<file path="config.mk">
export PLATFORM = sky130hd
export DESIGN_NAME = fp_norm_pack
export DESIGN_NICKNAME = d
export VERILOG_FILES = /design/src/rtl/fp_add_pkg.sv /design/src/rtl/fp_rne_round.sv /design/src/rtl/fp_norm_pack.sv
export SDC_FILE = /design/constraint.sdc
export NUM_CORES = 1
export LEC_CHECK = 0
export ABC_CLOCK_PERIOD_IN_PS = 6250
export CAP_MARGIN = 20
export CELL_PAD_IN_SITES_DETAIL_PLACEMENT = 1
export CELL_PAD_IN_SITES_GLOBAL_PLACEMENT = 2
export CORE_MARGIN = 5
export CORE_UTILIZATION = 33
export DETAILED_ROUTE_END_ITERATION = 6
export HOLD_SLACK_MARGIN = 0.03
export PLACE_DENSITY = 0.89
export REMOVE_ABC_BUFFERS = 1
export SETUP_SLACK_MARGIN = 0.02
export SKIP_CTS_REPAIR_TIMING = 1
export SLEW_MARGIN = 20
export SYNTH_ARGS = -nofsm -noshare
export SYNTH_HDL_FRONTEND = slang
export SYNTH_SLANG_ARGS = --single-unit
export TNS_END_PERCENT = 30
</file>
<file path="constraint.sdc">
create_clock -name clk -period 6.25 [get_ports clk]
set_input_delay 1.25 -clock clk [delete_from_list [all_inputs] [get_ports clk]]
set_output_delay 1.25 -clock clk [all_outputs]
set_load 0.01 [all_outputs]
</file>
<file path="src/rtl/fp_add_pkg.sv">
// Shared widths, mantissa bit positions and FSM states for the FP adder datapath.
package fp_add_pkg;

  localparam int EXP_W   = 8;
  localparam int MANT_W  = 28;
  localparam int RES_W   = 32;

  localparam int OVF     = 27;
  localparam int HID     = 26;
  localparam int FRAC_HI = 25;
  localparam int FRAC_LO = 3;
  localparam int G       = 2;
  localparam int R       = 1;
  localparam int S       = 0;

  localparam logic [EXP_W-1:0] EXP_MAX = 8'hFF;

  typedef enum logic [2:0] {
    IDLE,
    ADD,
    NORM,
    ROUND,
    DONE
  } state_t;

endpackage

</file>
<file path="src/rtl/fp_rne_round.sv">
// Round-to-nearest-even on a normalized internal mantissa; renormalizes on carry-out.
module fp_rne_round
  import fp_add_pkg::*;
(
  input  logic [MANT_W-1:0] m,
  input  logic [EXP_W:0]    e,
  output logic [MANT_W-1:0] m_out,
  output logic [EXP_W:0]    e_out,
  output logic              ovf
);

  logic                        inc;
  logic [MANT_W-FRAC_LO-1:0]   upper;
  logic [MANT_W-1:0]           m_inc;

  // Increment only above half an ulp, or exactly half with an odd LSB.
  always_comb begin
    inc   = m[G] & (m[FRAC_LO] | m[R] | m[S]);
    upper = m[MANT_W-1:FRAC_LO] + {{(MANT_W-FRAC_LO-1){1'b0}}, inc};
    m_inc = {upper, m[G:S]};
    if (m_inc[OVF]) begin
      m_out = {1'b0, m_inc[MANT_W-1:1]};
      e_out = e + 9'd1;
    end else begin
      m_out = m_inc;
      e_out = e;
    end
    ovf = (e_out >= {1'b0, EXP_MAX});
  end

endmodule

</file>
<file path="src/rtl/fp_norm_pack.sv">
// FP adder back end: add/subtract ordered mantissas, normalize one shift per cycle,
// round to nearest-even and pack an IEEE-754 single, with valid/ready on both sides.
module fp_norm_pack
  import fp_add_pkg::*;
(
  input  logic              clk,
  input  logic              rst_n,
  input  logic              in_valid,
  output logic              in_ready,
  input  logic              Comp,
  input  logic              SA,
  input  logic              SB,
  input  logic [EXP_W-1:0]  EO,
  input  logic [MANT_W-1:0] MA,
  input  logic [MANT_W-1:0] MB,
  output logic              out_valid,
  input  logic              out_ready,
  output logic [RES_W-1:0]  res
);

  state_t            state;
  logic              comp_q, sa_q, sb_q, sign;
  logic [MANT_W-1:0] ma_q, mb_q, m, m_add, m_rnd;
  logic [EXP_W:0]    e, e_rnd;
  logic              rnd_ovf;

  // Operands are pre-ordered (MA >= MB), so the difference never goes negative.
  always_comb begin
    m_add = (sa_q == sb_q) ? (ma_q + mb_q) : (ma_q - mb_q);
  end

  fp_rne_round u_round (
    .m     (m),
    .e     (e),
    .m_out (m_rnd),
    .e_out (e_rnd),
    .ovf   (rnd_ovf)
  );

  always_ff @(posedge clk) begin
    if (!rst_n) begin
      state     <= IDLE;
      in_ready  <= 1'b1;
      out_valid <= 1'b0;
      res       <= '0;
      comp_q    <= 1'b0;
      sa_q      <= 1'b0;
      sb_q      <= 1'b0;
      sign      <= 1'b0;
      ma_q      <= '0;
      mb_q      <= '0;
      m         <= '0;
      e         <= '0;
    end else begin
      case (state)
        IDLE: begin
          if (in_valid) begin
            comp_q   <= Comp;
            sa_q     <= SA;
            sb_q     <= SB;
            ma_q     <= MA;
            mb_q     <= MB;
            e        <= (EO == '0) ? 9'd1 : {1'b0, EO};
            in_ready <= 1'b0;
            state    <= ADD;
          end
        end
        ADD: begin
          m    <= m_add;
          sign <= (sa_q == sb_q) ? sa_q : (comp_q ? sa_q : sb_q);
          if (m_add == '0) begin
            res       <= '0;
            out_valid <= 1'b1;
            state     <= DONE;
          end else begin
            state <= NORM;
          end
        end
        // Right shift keeps the dropped bit as sticky; left shifts stop at the denormal floor.
        NORM: begin
          if (m[OVF]) begin
            m <= {1'b0, m[MANT_W-1:2], m[R] | m[S]};
            e <= e + 9'd1;
          end else if (!m[HID] && (e > 9'd1)) begin
            m <= {m[MANT_W-2:0], 1'b0};
            e <= e - 9'd1;
          end else begin
            state <= ROUND;
          end
        end
        ROUND: begin
          m <= m_rnd;
          e <= e_rnd;
          if (rnd_ovf)
            res <= {sign, EXP_MAX, 23'h0};
          else if (!m_rnd[HID])
            res <= {sign, {EXP_W{1'b0}}, m_rnd[FRAC_HI:FRAC_LO]};
          else
            res <= {sign, e_rnd[EXP_W-1:0], m_rnd[FRAC_HI:FRAC_LO]};
          out_valid <= 1'b1;
          state     <= DONE;
        end
        DONE: begin
          if (out_ready) begin
            out_valid <= 1'b0;
            in_ready  <= 1'b1;
            state     <= IDLE;
          end
        end
        default: state <= IDLE;
      endcase
    end
  end

endmodule

</file>
# == Yosys cells after proc, flatten, opt, wreduce, memory -nomap -nowiden ==
# Index checks and enable logic that the tools add are counted.
# totals
word_cells,84
register_bits,134
# op_classes
bitwise,4
add_sub_neg,5
muxes,29
n_eq_ne,12
reduce_logical,18
n_lt_le_gt_ge,2
# op_table
operator,count
two-way mux 28 bit,3
case mux 28 bit (3 select lines),1
case mux 32 bit (2 select lines),1
two-way mux 31 bit,2
two-way mux 9 bit,4
two-way mux 32 bit,1
adder 28 bit,1
logical NOT 28 bit,1
subtractor 28 bit,1
two-way mux 27 bit,1
case mux 9 bit (3 select lines),1
adder 25 x 1 -> 25 bit,1
two-way mux 3 bit,5
case mux 3 bit (5 select lines),1
AND reduction 3 bit,4
!= test 2 bit (second input constant),5
adder 9 x 1 -> 9 bit (second input constant),1
>= comparator 9 x 8 -> 1 bit (second input constant),1
greater-than comparator 9 x 1 -> 1 bit (second input constant),1
nonzero test 3 bit,3
subtractor 9 x 1 -> 9 bit (second input constant),1
logical NOT 8 bit,1
two-way mux 8 bit,1
equality test 3 x 2 -> 1 bit (second input constant),2
16 further kinds,26

# == Depth between registers and ports, before layout ==
# Gate-level depths: netlist of run 1.
# depth
word_depth,8
mapped_depth,19
mapped_depth_nobuf,17

# == Modules after synthesis ==
# From an unflattened synthesis of run 1, not the netlist that was laid out.
# hier_totals
hier_cells,1389
area_unflattened_um2,10357.4
# by_module_without_submodules
mod,instances,area_each_um2,cells_each
fp_norm_pack,1,8717.1,1111
fp_rne_round,1,1640.3,278

# == Worst setup path before layout of run 1 ==
# Ideal clock, no wire load.
# synth_timing
kind,reg-to-reg
startpoint,reg mb_q[2]
endpoint,reg res[10]
n_path_buf,1
setup_time_ns,0.116
t_arrival_ns,4.689
path_stages_with_launch,18
setup_slack_ns,1.444
path_cell_list,dfxtp_1 nor4_1 and2_1 nand3b_1 nor4_1 a31oi_1 xor2_1 ha_1 inv_2 a2111oi_4 o211ai_1 or3_1 or4_1 a2111oi_2 nand4_1 or3_1 buf_6 a41o_1
# synth_via
elab_chain_len,5
elab_cells_between_ends,6
classes_between,2 x add/sub; 1 x eq/ne; 1 x mux; 2 x reduce/logical
# synth_rtl
element,line_no,rtl
"start, declared",fp_norm_pack.sv:23,"logic [MANT_W-1:0] ma_q, mb_q, m, m_add, m_rnd;"
"start signal, assigned",fp_norm_pack.sv:51,mb_q <= '0;
"start signal, assigned",fp_norm_pack.sv:62,mb_q <= MB;
subtractor 28 bit or adder 28 bit (tied branches),fp_norm_pack.sv:29,m_add = (sa_q == sb_q) ? (ma_q + mb_q) : (ma_q - mb_q);
two-way mux 28 bit (*),fp_norm_pack.sv:29,
logical NOT 28 bit (*),fp_norm_pack.sv:71,if (m_add == '0) begin
!= test 2 bit (no line) (*),n/a,
AND reduction 2 bit (no line) (*),n/a,
"end signal, assigned",fp_norm_pack.sv:95,"res <= {sign, EXP_MAX, 23'h0};"
"end signal, assigned",fp_norm_pack.sv:97,"res <= {sign, {EXP_W{1'b0}}, m_rnd[FRAC_HI:FRAC_LO]};"
"end signal, assigned",fp_norm_pack.sv:99,"res <= {sign, e_rnd[EXP_W-1:0], m_rnd[FRAC_HI:FRAC_LO]};"
"end, declared",fp_norm_pack.sv:18,output logic [RES_W-1:0] res
# Every way passes the cells marked *; elsewhere a longest branch is shown, timed or not.
# A chain may end at the register's enable or synchronous reset.

# == Final worst setup path of run 1 ==
# Ends and elaborated chain as after synthesis.

==> results of run 1 <==
## layout make-up
| cell class | instances | area share [%] |
|---|---|---|
| clock buffers | 17 | 3.583 |
| clock inverters | 15 | 1.497 |
| inverters | 23 | 0.7272 |
| multi-input cells | 1124 | 57.61 |
| flip-flops and latches | 134 | 22.61 |
| well taps | 390 | 4.110 |
| repair buffers | 122 | 9.865 |
## worst min-delay path by stage
stage               slack (ns)       end      from
floorplan                 0.44   ma_q[0]   ma_q[0]
global placement          0.45   ma_q[0]   ma_q[0]
detailed placement        0.45  ma_q[13]  ma_q[13]
CTS                       0.46  ma_q[13]  ma_q[13]
global route              0.48  ma_q[13]  ma_q[13]
finish                    0.46  ma_q[13]  ma_q[13]
## synth_stat cells, types with 11 or more instances
master	count
nand4_1	16
xor2_1	36
o211ai_1	13
nor2_1	114
a211oi_1	25
a31oi_1	24
a2111oi_0	11
a32oi_1	17
nand2b_1	12
dfxtp_1	134
inv_1	21
a21o_1	15
nor4_1	12
buf_2	12
and3_1	16
nor3_1	34
clkbuf_1	92
nand3_1	66
o21ai_0	100
xnor2_1	44
a21oi_1	152
ha_1	33
mux2i_1	30
nand2_1	203
## metal layers
layer | share of wire (%) | wire length (µm) | up-vias
li1 | - | - | 5161
met1 | 46 | 16640 | 5185
met2 | 48 | 17370 | 249
met3 | 4.2 | 1521 | 60
met4 | 2.2 | 805 | 0
met5 | 0 | 0 | -
## stage by stage
stage | total power [µW] | util, % | instance area, µm²
CTS | 3294 | 39.84 | 11870
global route | 3475 | 39.84 | 11870
detailed placement | 2203 | 37.82 | 11270
global placement | 2178 | 37.82 | 11270
finish | 3281 | 39.84 | 11870
floorplan | 1799 | - | 9575
## critical path: cells and delay by family, from the launching register on
family	cells	cell delay, ns
and+or+nand+nor	8	2.99
AOI/OAI and AO/OA	5	1.16
adders and majority gates	1	0.42
DFF	1	0.37
buffers and inverters	2	0.28
xor gates and xnor gates	1	0.17
## sequential cells by signal, indices dropped and copies added, names as in the netlist
name       count
comp_q         1
e              9
in_ready       1
m             28
ma_q          28
mb_q          28
out_valid      1
res           32
sa_q           1
sb_q           1
sign           1
state          3
## logic make-up (layout without fill, tap and decap cells)
group	Yosys count	after routing	share of synthesized area, %
muxes	31	31	3.108
and+or+nand+nor	528	528	24.68
xor gates and xnor gates	80	80	6.989
adders and majority gates	34	34	4.319
AOI/OAI and AO/OA	451	451	28.81
buffers and inverters	136	177	5.342
DFF	134	134	26.76
## cells in the final DEF (no fill, tap or decap), drive strengths merged, types with 7 or more instances in the layout
master,instances
nand2,203
a21oi,152
dfxtp,134
nor2,114
clkdlybuf4s50,103
o21ai,103
nand3,66
xnor2,44
xor2,36
nor3,36
ha,33
mux2i,30
a211oi,26
inv,26
a31oi,24
buf,19
a32oi,17
clkbuf,17
nand4,16
and3,16
a21o,15
nor4,14
a2111oi,14
o211ai,13
nand2b,12
o31ai,11
a22oi,10
or3,9
nor3b,7
clkinv,7
## power groups by stage
stage               sequential [µW]  clock (µW)  combinational [µW]
finish                         1080        1080                1120
global route                   1100        1140                1240
CTS                            1080        1100                1120
detailed placement             1100           0                1110
global placement               1090           0                1090
floorplan                      1070           0                 732
==> impl_metrics.ini, run 1 <==
[synth]
synth-seq-cells = 134
synth_top_area_share_pct = 26.76
syn_area_um2 = 10020
synth_warnings = 0
synthFlopType = dfxtp_1
synth_area_per_cell_um2 = 7.191
yosysUniqueCellTypes = 76
ys_top_cells_by_area = dfxtp_1, nand2_1, a21oi_1
async_reset_ff_share_pct = 0
synth-edff-count = 0
syn_inst = 1394
yosysTopAreaCell = dfxtp_1
ys_seq_area_share_pct = 26.76

[worst_setup_path]
cpPeakStageDelay_ns = 0.67
criticalPathCategory = reg -> reg
startpoint = mb_q[2]
r2r_slack_ns = 0.73
arrival_ns = 5.83
crit_chain = nor4_1 > and2_1 > nand3b_1 > nor4_1 > buf_4 > a31oi_1 > xor2_1 > ha_1 > inv_2 > a2111oi_4 > o211ai_1 > or3_1 > or4_1 > a2111oi_2 > nand4_1 > or3_1 > a41o_1
start_kind = flop
critPathRequiredTime_ns = 6.57
cp_slowest_cell = nor4_1
worstReg2RegStart = mb_q[2]
worstSetupEndpoint = res[10]
r2r_cells = 17
rr_endpoint = res[10]
path_max_fanout = 8
crit_path_end_kind = flop

[timing]
setup_tns_ns = 0
finalHoldViolCount = 0
fin_crit_sh_pct = 88.25
fmax_mhz = 181.3
timing.hold.ws_ns = 0.4631
slew_headroom_pct = 30.24
min_period_ns = 5.516
finalSetupViolCount = 0
maxSlewViolCount = 0
worst_slack_ns = 0.7342
rsz0062_at_grt = false
fin_skew_ns = 0.01576
worstMarginPinSlew_ns = 1.046

[power_and_ir_drop]
switchingPower_uw = 1275
irDropWorstVdd_v = 0.0002087
combPwrFrac_pct = 34.2
pwr-share-clk_pct = 32.8
p_leak_uw = 0.004265
pwr-share-seq_pct = 33.0
p_int_uw = 2007
power_density_nw_per_um2 = 276.4
p_sw_share_pct = 38.84

[min_path]
min_path_cells = 2
hold_path_class = reg -> reg

[global_routing]
grt_pass1_vias = 10840
met1_usage_pct = 27.71
grt_first_pass_wirelength_um = 58330
grtUsageMet3_pct = 3.375
grt_antenna_before_repair = 0
grtUsageMet2_pct = 36.02
busiest_layer = met2
grt_usage_pct = 21.13
grt_max_degree = 91
grt-ovfl-total = 0

[clock_tree]
clock_path_buffers = 2
cts_buffers = 17
clk_latency_ns = 0.44
clk_pin_slew_worst_paths_ns = 0.07
root_buffer = clkbuf_16
numClockSinks = 134
cts_tree = built
htree_num_levels = 4

[place]
place_ws_ns = 0.8256
hpwl_um = 25960
place_inst = 1793
gp_congestion = 0.9130
port-buffer-count = 104

[floorplanning]
io_pins = 105
start_util_pct = 33.64
die_h_um = 184.3
coreArea_um2 = 29800
die_area_um2 = 33960
fp-row-count = 63
fp.dieW_um = 184.3

[drt]
routed_via_density = 5.838
dr.pass1.iters = 4
wl_um = 36340
vias = 10660
drtIter0Drc = 740
drc = 0
detail_route.wl_per_cell_um = 19.91
final_antenna_net_count = 0

[final_layout]
multi_input_area_um2 = 6839
stdcell_count = 1825
fillers = 3698
syn2layout_area_growth_pct = 18.42
final-seq-area_um2 = 2684
drive_gt1_share_pct = 5.575
num-nets-final = 1527
diodes = 0

[run]
maxCapViolCount = 0

[status]
status = finished clean
Power figures use the tool's default switching activity.
==> run 2, diff against run 1 <==
--- a/config.mk
+++ b/config.mk
@@ -17,7 +17,6 @@
 export REMOVE_ABC_BUFFERS = 1
 export SETUP_SLACK_MARGIN = 0.02
 export SKIP_CTS_REPAIR_TIMING = 1
-export SLEW_MARGIN = 20
 export SYNTH_ARGS = -nofsm -noshare
 export SYNTH_HDL_FRONTEND = slang
 export SYNTH_SLANG_ARGS = --single-unit
==> results of run 2 <==
Final layout, timing and power as in run 1 (identical DEF).
